## src/rtl/aes_pt_buffer_if.sv

```systemverilog
// Handshake bundle between the AES decrypt pipeline, the plaintext buffer
// and its downstream consumer.
interface aes_pt_buffer_if;
    logic         load;
    logic         pt_valid;
    logic [127:0] pt;
    logic         out_valid;
    logic         out_ready;
    logic [127:0] out_data;
    logic         load_ok;
    logic         overflow;
    logic         bad_load;

    modport slave (
        input  load, pt_valid, pt, out_ready,
        output out_valid, out_data, load_ok, overflow, bad_load
    );

    modport master (
        output load, pt_valid, pt, out_ready,
        input  out_valid, out_data, load_ok, overflow, bad_load
    );
endinterface

```

## src/rtl/aes_pt_buffer.sv

```systemverilog
// Plaintext buffer behind a non-stallable AES decrypt pipeline: FWFT FIFO plus
// an in-flight credit counter that tells the issuer when a new load is safe.
module aes_pt_buffer #(
    parameter int DEPTH = 4,
    parameter int LAT   = 12
) (
    input  logic          clk,
    input  logic          rst_b,
    aes_pt_buffer_if.slave bus
);
    localparam int PW = (DEPTH > 1) ? $clog2(DEPTH) : 1;
    localparam int CW = $clog2(DEPTH + 1);
    localparam logic [CW-1:0] FULL = CW'(DEPTH);
    localparam logic [PW-1:0] LAST = PW'(DEPTH - 1);

    // LAT only documents the pipeline; the credit scheme is timing-agnostic.
    generate
        if (DEPTH < 2 || DEPTH > 16 || LAT < 1) begin : g_param_check
            $error("aes_pt_buffer: DEPTH must be 2..16 and LAT positive");
        end
    endgenerate

    logic [127:0]  mem_q [DEPTH];
    logic [PW-1:0] wr_ptr_q, wr_ptr_d;
    logic [PW-1:0] rd_ptr_q, rd_ptr_d;
    logic [CW-1:0] occ_q, occ_d;
    logic [CW-1:0] infl_q, infl_d;
    logic          overflow_q, overflow_d;
    logic          bad_load_q, bad_load_d;
    logic          push, pop, load_ok;
    logic [CW:0]   credit_used;

    always_comb begin
        pop         = (occ_q != '0) && bus.out_ready;
        push        = bus.pt_valid && ((occ_q != FULL) || pop);
        credit_used = {1'b0, occ_q} + {1'b0, infl_q};
        load_ok     = credit_used < {1'b0, FULL};

        wr_ptr_d = wr_ptr_q;
        if (push) begin
            wr_ptr_d = (wr_ptr_q == LAST) ? '0 : wr_ptr_q + 1'b1;
        end
        rd_ptr_d = rd_ptr_q;
        if (pop) begin
            rd_ptr_d = (rd_ptr_q == LAST) ? '0 : rd_ptr_q + 1'b1;
        end

        case ({push, pop})
            2'b10:   occ_d = occ_q + 1'b1;
            2'b01:   occ_d = occ_q - 1'b1;
            default: occ_d = occ_q;
        endcase

        // Credit saturates at DEPTH on illegal loads and never goes below zero.
        infl_d = infl_q;
        if (bus.load && !bus.pt_valid && (infl_q != FULL)) begin
            infl_d = infl_q + 1'b1;
        end else if (bus.pt_valid && !bus.load && (infl_q != '0)) begin
            infl_d = infl_q - 1'b1;
        end

        overflow_d = overflow_q | (bus.pt_valid && (occ_q == FULL) && !pop);
        bad_load_d = bad_load_q | (bus.load && !load_ok);
    end

    always_ff @(posedge clk or negedge rst_b) begin
        if (!rst_b) begin
            wr_ptr_q   <= '0;
            rd_ptr_q   <= '0;
            occ_q      <= '0;
            infl_q     <= '0;
            overflow_q <= 1'b0;
            bad_load_q <= 1'b0;
        end else begin
            wr_ptr_q   <= wr_ptr_d;
            rd_ptr_q   <= rd_ptr_d;
            occ_q      <= occ_d;
            infl_q     <= infl_d;
            overflow_q <= overflow_d;
            bad_load_q <= bad_load_d;
        end
    end

    // Storage needs no reset: occupancy alone decides what is valid.
    always_ff @(posedge clk) begin
        if (push) begin
            mem_q[wr_ptr_q] <= bus.pt;
        end
    end

    assign bus.out_valid = (occ_q != '0);
    assign bus.out_data  = mem_q[rd_ptr_q];
    assign bus.load_ok   = load_ok;
    assign bus.overflow  = overflow_q;
    assign bus.bad_load  = bad_load_q;
endmodule

```

## src/flat_wrapper.sv

```systemverilog
// flat-port wrapper written by rule: the top's interface ports become plain ports
module aes_pt_buffer_flat 
#(
    parameter int DEPTH = 4,
    parameter int LAT   = 12
)
  (clk, rst_b, bus_load, bus_pt_valid, bus_pt, bus_out_ready, bus_out_valid, bus_out_data, bus_load_ok, bus_overflow, bus_bad_load);
  aes_pt_buffer_if bus_i ();
  input  logic clk;
  input  logic rst_b;
  input wire logic [$bits(bus_i.load)-1:0] bus_load;
  input wire logic [$bits(bus_i.pt_valid)-1:0] bus_pt_valid;
  input wire logic [$bits(bus_i.pt)-1:0] bus_pt;
  input wire logic [$bits(bus_i.out_ready)-1:0] bus_out_ready;
  output wire logic [$bits(bus_i.out_valid)-1:0] bus_out_valid;
  output wire logic [$bits(bus_i.out_data)-1:0] bus_out_data;
  output wire logic [$bits(bus_i.load_ok)-1:0] bus_load_ok;
  output wire logic [$bits(bus_i.overflow)-1:0] bus_overflow;
  output wire logic [$bits(bus_i.bad_load)-1:0] bus_bad_load;
  assign bus_i.load = bus_load;
  assign bus_i.pt_valid = bus_pt_valid;
  assign bus_i.pt = bus_pt;
  assign bus_i.out_ready = bus_out_ready;
  assign bus_out_valid = bus_i.out_valid;
  assign bus_out_data = bus_i.out_data;
  assign bus_load_ok = bus_i.load_ok;
  assign bus_overflow = bus_i.overflow;
  assign bus_bad_load = bus_i.bad_load;
  aes_pt_buffer #(.DEPTH(DEPTH), .LAT(LAT)) u_core (.clk(clk), .rst_b(rst_b), .bus(bus_i));
endmodule
```

## config.mk

```make
export PLATFORM = sky130hd
export DESIGN_NAME = aes_pt_buffer_flat
export DESIGN_NICKNAME = d
export VERILOG_FILES = /design/src/rtl/aes_pt_buffer_if.sv /design/src/rtl/aes_pt_buffer.sv /design/src/flat_wrapper.sv
export SDC_FILE = /design/constraint.sdc
export NUM_CORES = 1
export LEC_CHECK = 0
export ABC_CLOCK_PERIOD_IN_PS = 9100
export CAP_MARGIN = 20
export CORE_ASPECT_RATIO = 1.2
export CORE_MARGIN = 8
export CORE_UTILIZATION = 50
export DETAILED_ROUTE_END_ITERATION = 16
export PLACE_DENSITY = 0.74
export SETUP_SLACK_MARGIN = 0.1
export SLEW_MARGIN = 20
export SYNTH_ARGS = -nofsm -noshare
export SYNTH_HDL_FRONTEND = slang
export SYNTH_SLANG_ARGS = --single-unit
export TNS_END_PERCENT = 5
```

## constraint.sdc

```tcl
create_clock -name clk -period 9.1 [get_ports clk]
set_input_delay 1.365 -clock clk [delete_from_list [all_inputs] [get_ports clk]]
set_output_delay 1.365 -clock clk [all_outputs]
set_load 0.02 [all_outputs]
```

==> metrics <==
Seq/Total Area, Yosys 81.4%; Mapped Area 19300 um2; Vias/cell 5.59; Crit. End Element primary output; Die Area 45100 um2; Residual DRC 0; Highest Clock Rate 206 MHz; DRT iter0 DRCs 574; status finished, final reports clean; Worst Hold Slack 0.501 ns; Die Ht 231 um; synthesized area per cell 25.8 um2; combinational power share 33.9%; number of global-route vias before repair 9209; crit-path max FO 100; Total Wirelength 37.4 mm; crit path from u_core.rd_ptr_q[0]; Vias 8721; Resize count post-CTS 0; Num Clock Sinks 524; crit path to bus_out_data[76]; initial antenna violation count 2; Pwr Total 8190 uW; pin count of the biggest net entering global routing 101; Multi-input gate area 3340 um2; fin. max-slew vios 0; die width 195 um; slowest cell on the critical path dfrtp_4; Seq pwr share 41.5%; CTS tree done; commonest non-fill, non-tap cell in the layout edfxtp_1; # diodes 0; setup slack, reg-to-reg 5.82 ns; PD cells 341 nW/um2; Post-DP Area 22400 um2; Post-CTS Repair Setup Buffers 0; reg-to-reg endpoint u_core.mem_q[2][120]; Net Sw Frac 30.3%; clk_lat worst skew 0.55 ns; Final TNS setup 0 ns; clock-pin slew on the worst setup and hold paths 0.06 ns; Tcrit/Tclk final 53.4%; Leakage Power 0.00774 uW; Finished Layout Cells 1559; clock skew 0.0192 ns; Tmin final 4.86 ns; worst-case clock buffer depth 3; CTS root buffer clkbuf_16; gpl congestion 0.695; RSZ-0062 raised after global routing false; core area 37900 um2; Fillers 2515; HPWL Detailed 22.2 mm; maximum VDD drop 0.193 mV; FF/Latch Area 15700 um2; Psw 2480 uW; commonest non-fill, non-tap cells in the layout edfxtp_1, clkdlybuf4s50_1, mux4_2; remaining global-route overflow 0; Startpoint Class register; worst path required time 7.74 ns; area delta synth->final 24.6%; MaxCap Viol Count 0; global-route wire length before repair 56.8 mm; Clk pwr share 24.7%; syn_nets 888; HP Class reg -> reg; FF-to-FF Start u_core.occ_q[2]; CTS buffer count 50; TritonRoute pass-1 iters 7; Initial Utilization 50.9%; Inst Count DP 1466; number of setup violations in the final report 0; worst path cell trace buf_12 > mux4_2 > clkdlybuf4s50_1; ANT nets after route 0; Port Buffers 264; Fin. Hold Viols 0; Slew headroom 26.1%; hold-fix buffers at CTS 0; H-tree levels 2; cell row count 78; design area 24000 um2; worst r2r path cells 4; DR WL/cell 24.0 um; GRT Total Usage 16.4%; internal power 5710 uW; Yosys warnings 0; post-synth cell types 33; slew at the pin with the worst max-slew slack 1.11 ns; Yosys reg bits 524; CP Class reg -> out; layout cell share with drive strength beyond 1 20.4%; arrival time at the worst endpoint 3.49 ns; Worst path max stage delay 0.84 ns; I/O pins 265; nets@finish 1181; Mapped Cells 745
-- routing by layer --
layer,track usage (%),share of wire [%],vias up
met5,0,0.072,-
met2,27.1,50,312
li1,-,-,3795
met1,22.3,42,4565
met3,3.80,6.8,45
met4,3.84,1.4,4
-- cell type report --
cell class | count | share of cell area (%)
Clock buffer | 58 | 5.61
Clock inverter | 35 | 1.16
Inverter | 8 | 0.125
Multi-Input combinational cell | 183 | 13.9
Sequential cell | 524 | 65.4
Tap cell | 480 | 2.50
Timing Repair Buffer | 271 | 11.3
-- cells by family after synthesis --
| group | count (synthesis) | share of synthesized area, % |
|---|---|---|
| flops | 524 | 81.4 |
| mux | 134 | 15.3 |
| buf+inv | 38 | 1.31 |
| simple gates | 28 | 0.806 |
| fa+ha+maj | 10 | 0.728 |
| compound gates | 8 | 0.312 |
| xor+xnor | 3 | 0.136 |
-- worst min path at each step --
stage | from | to | slack [ns] | depth (start not counted)
2_1_floorplan | u_core.occ_q[2] | u_core.occ_q[2] | 0.47 | 1
6_report | u_core.bus.overflow | u_core.bus.overflow | 0.50 | 1
3_5_place_dp | u_core.bus.overflow | u_core.bus.overflow | 0.47 | 1
4_1_cts | u_core.bus.overflow | u_core.bus.overflow | 0.50 | 1
3_3_place_gp | u_core.bus.bad_load | u_core.bus.bad_load | 0.46 | 1
5_1_grt | u_core.bus.overflow | u_core.bus.overflow | 0.52 | 1
-- worst max-delay path: cells and delay by family, from the launching register on --
| kind | cells | cell delay (ns) |
|---|---|---|
| buffers and inverters | 2 | 1.22 |
| muxes | 1 | 0.65 |
| DFF | 1 | 0.84 |
-- per-stage QoR --
step	worst slack, ns	util [%]
after floorplan	3.91	-
after CTS	4.13	63.4
final	4.24	63.4
after detailed placement	4.37	59.1
after global placement	4.39	59.0
after global routing	4.01	63.4
-- power groups by stage --
stage	Sequential (uW)	Clock [uW]	Combinational (uW)
floorplan	3360	0	1750
global placement	3430	0	2840
detailed placement	3450	0	2840
CTS	3410	2060	2860
global route	3440	2150	2950
finish	3390	2020	2770
-- flip-flops by register name, indices dropped and copies added (netlist names) --
name	flops
u_core.mem_q	512
u_core.infl_q	3
u_core.occ_q	3
u_core.rd_ptr_q	2
u_core.wr_ptr_q	2
u_core.bus.bad_load	1
u_core.bus.overflow	1
-- synth_stat cells (all sizes together) --
cell type,instances,area (um2)
edfxtp,512,15400
or3,1,6.26
and2,5,31.3
nand2b,3,18.8
a21o,1,7.51
nor2b,4,25.0
mux2i,1,10.0
o22a,1,8.76
xnor2,1,8.76
o211ai,1,7.51
inv,8,30.0
o21bai,1,7.51
and3,1,6.26
mux2,5,56.3
o22ai,2,12.5
o21ai,1,5.00
xor2,2,17.5
clkbuf,3,12.5
mux4,128,2880
nor2,6,22.5
or3b,1,8.76
buf,27,209
nor4,1,6.26
fa,2,40.0
ha,8,100
nand3,2,10.0
o41a,1,11.3
dfrtp,12,300
nor4b,1,8.76
nand2,3,11.3
Power figures use the tool's default switching activity.
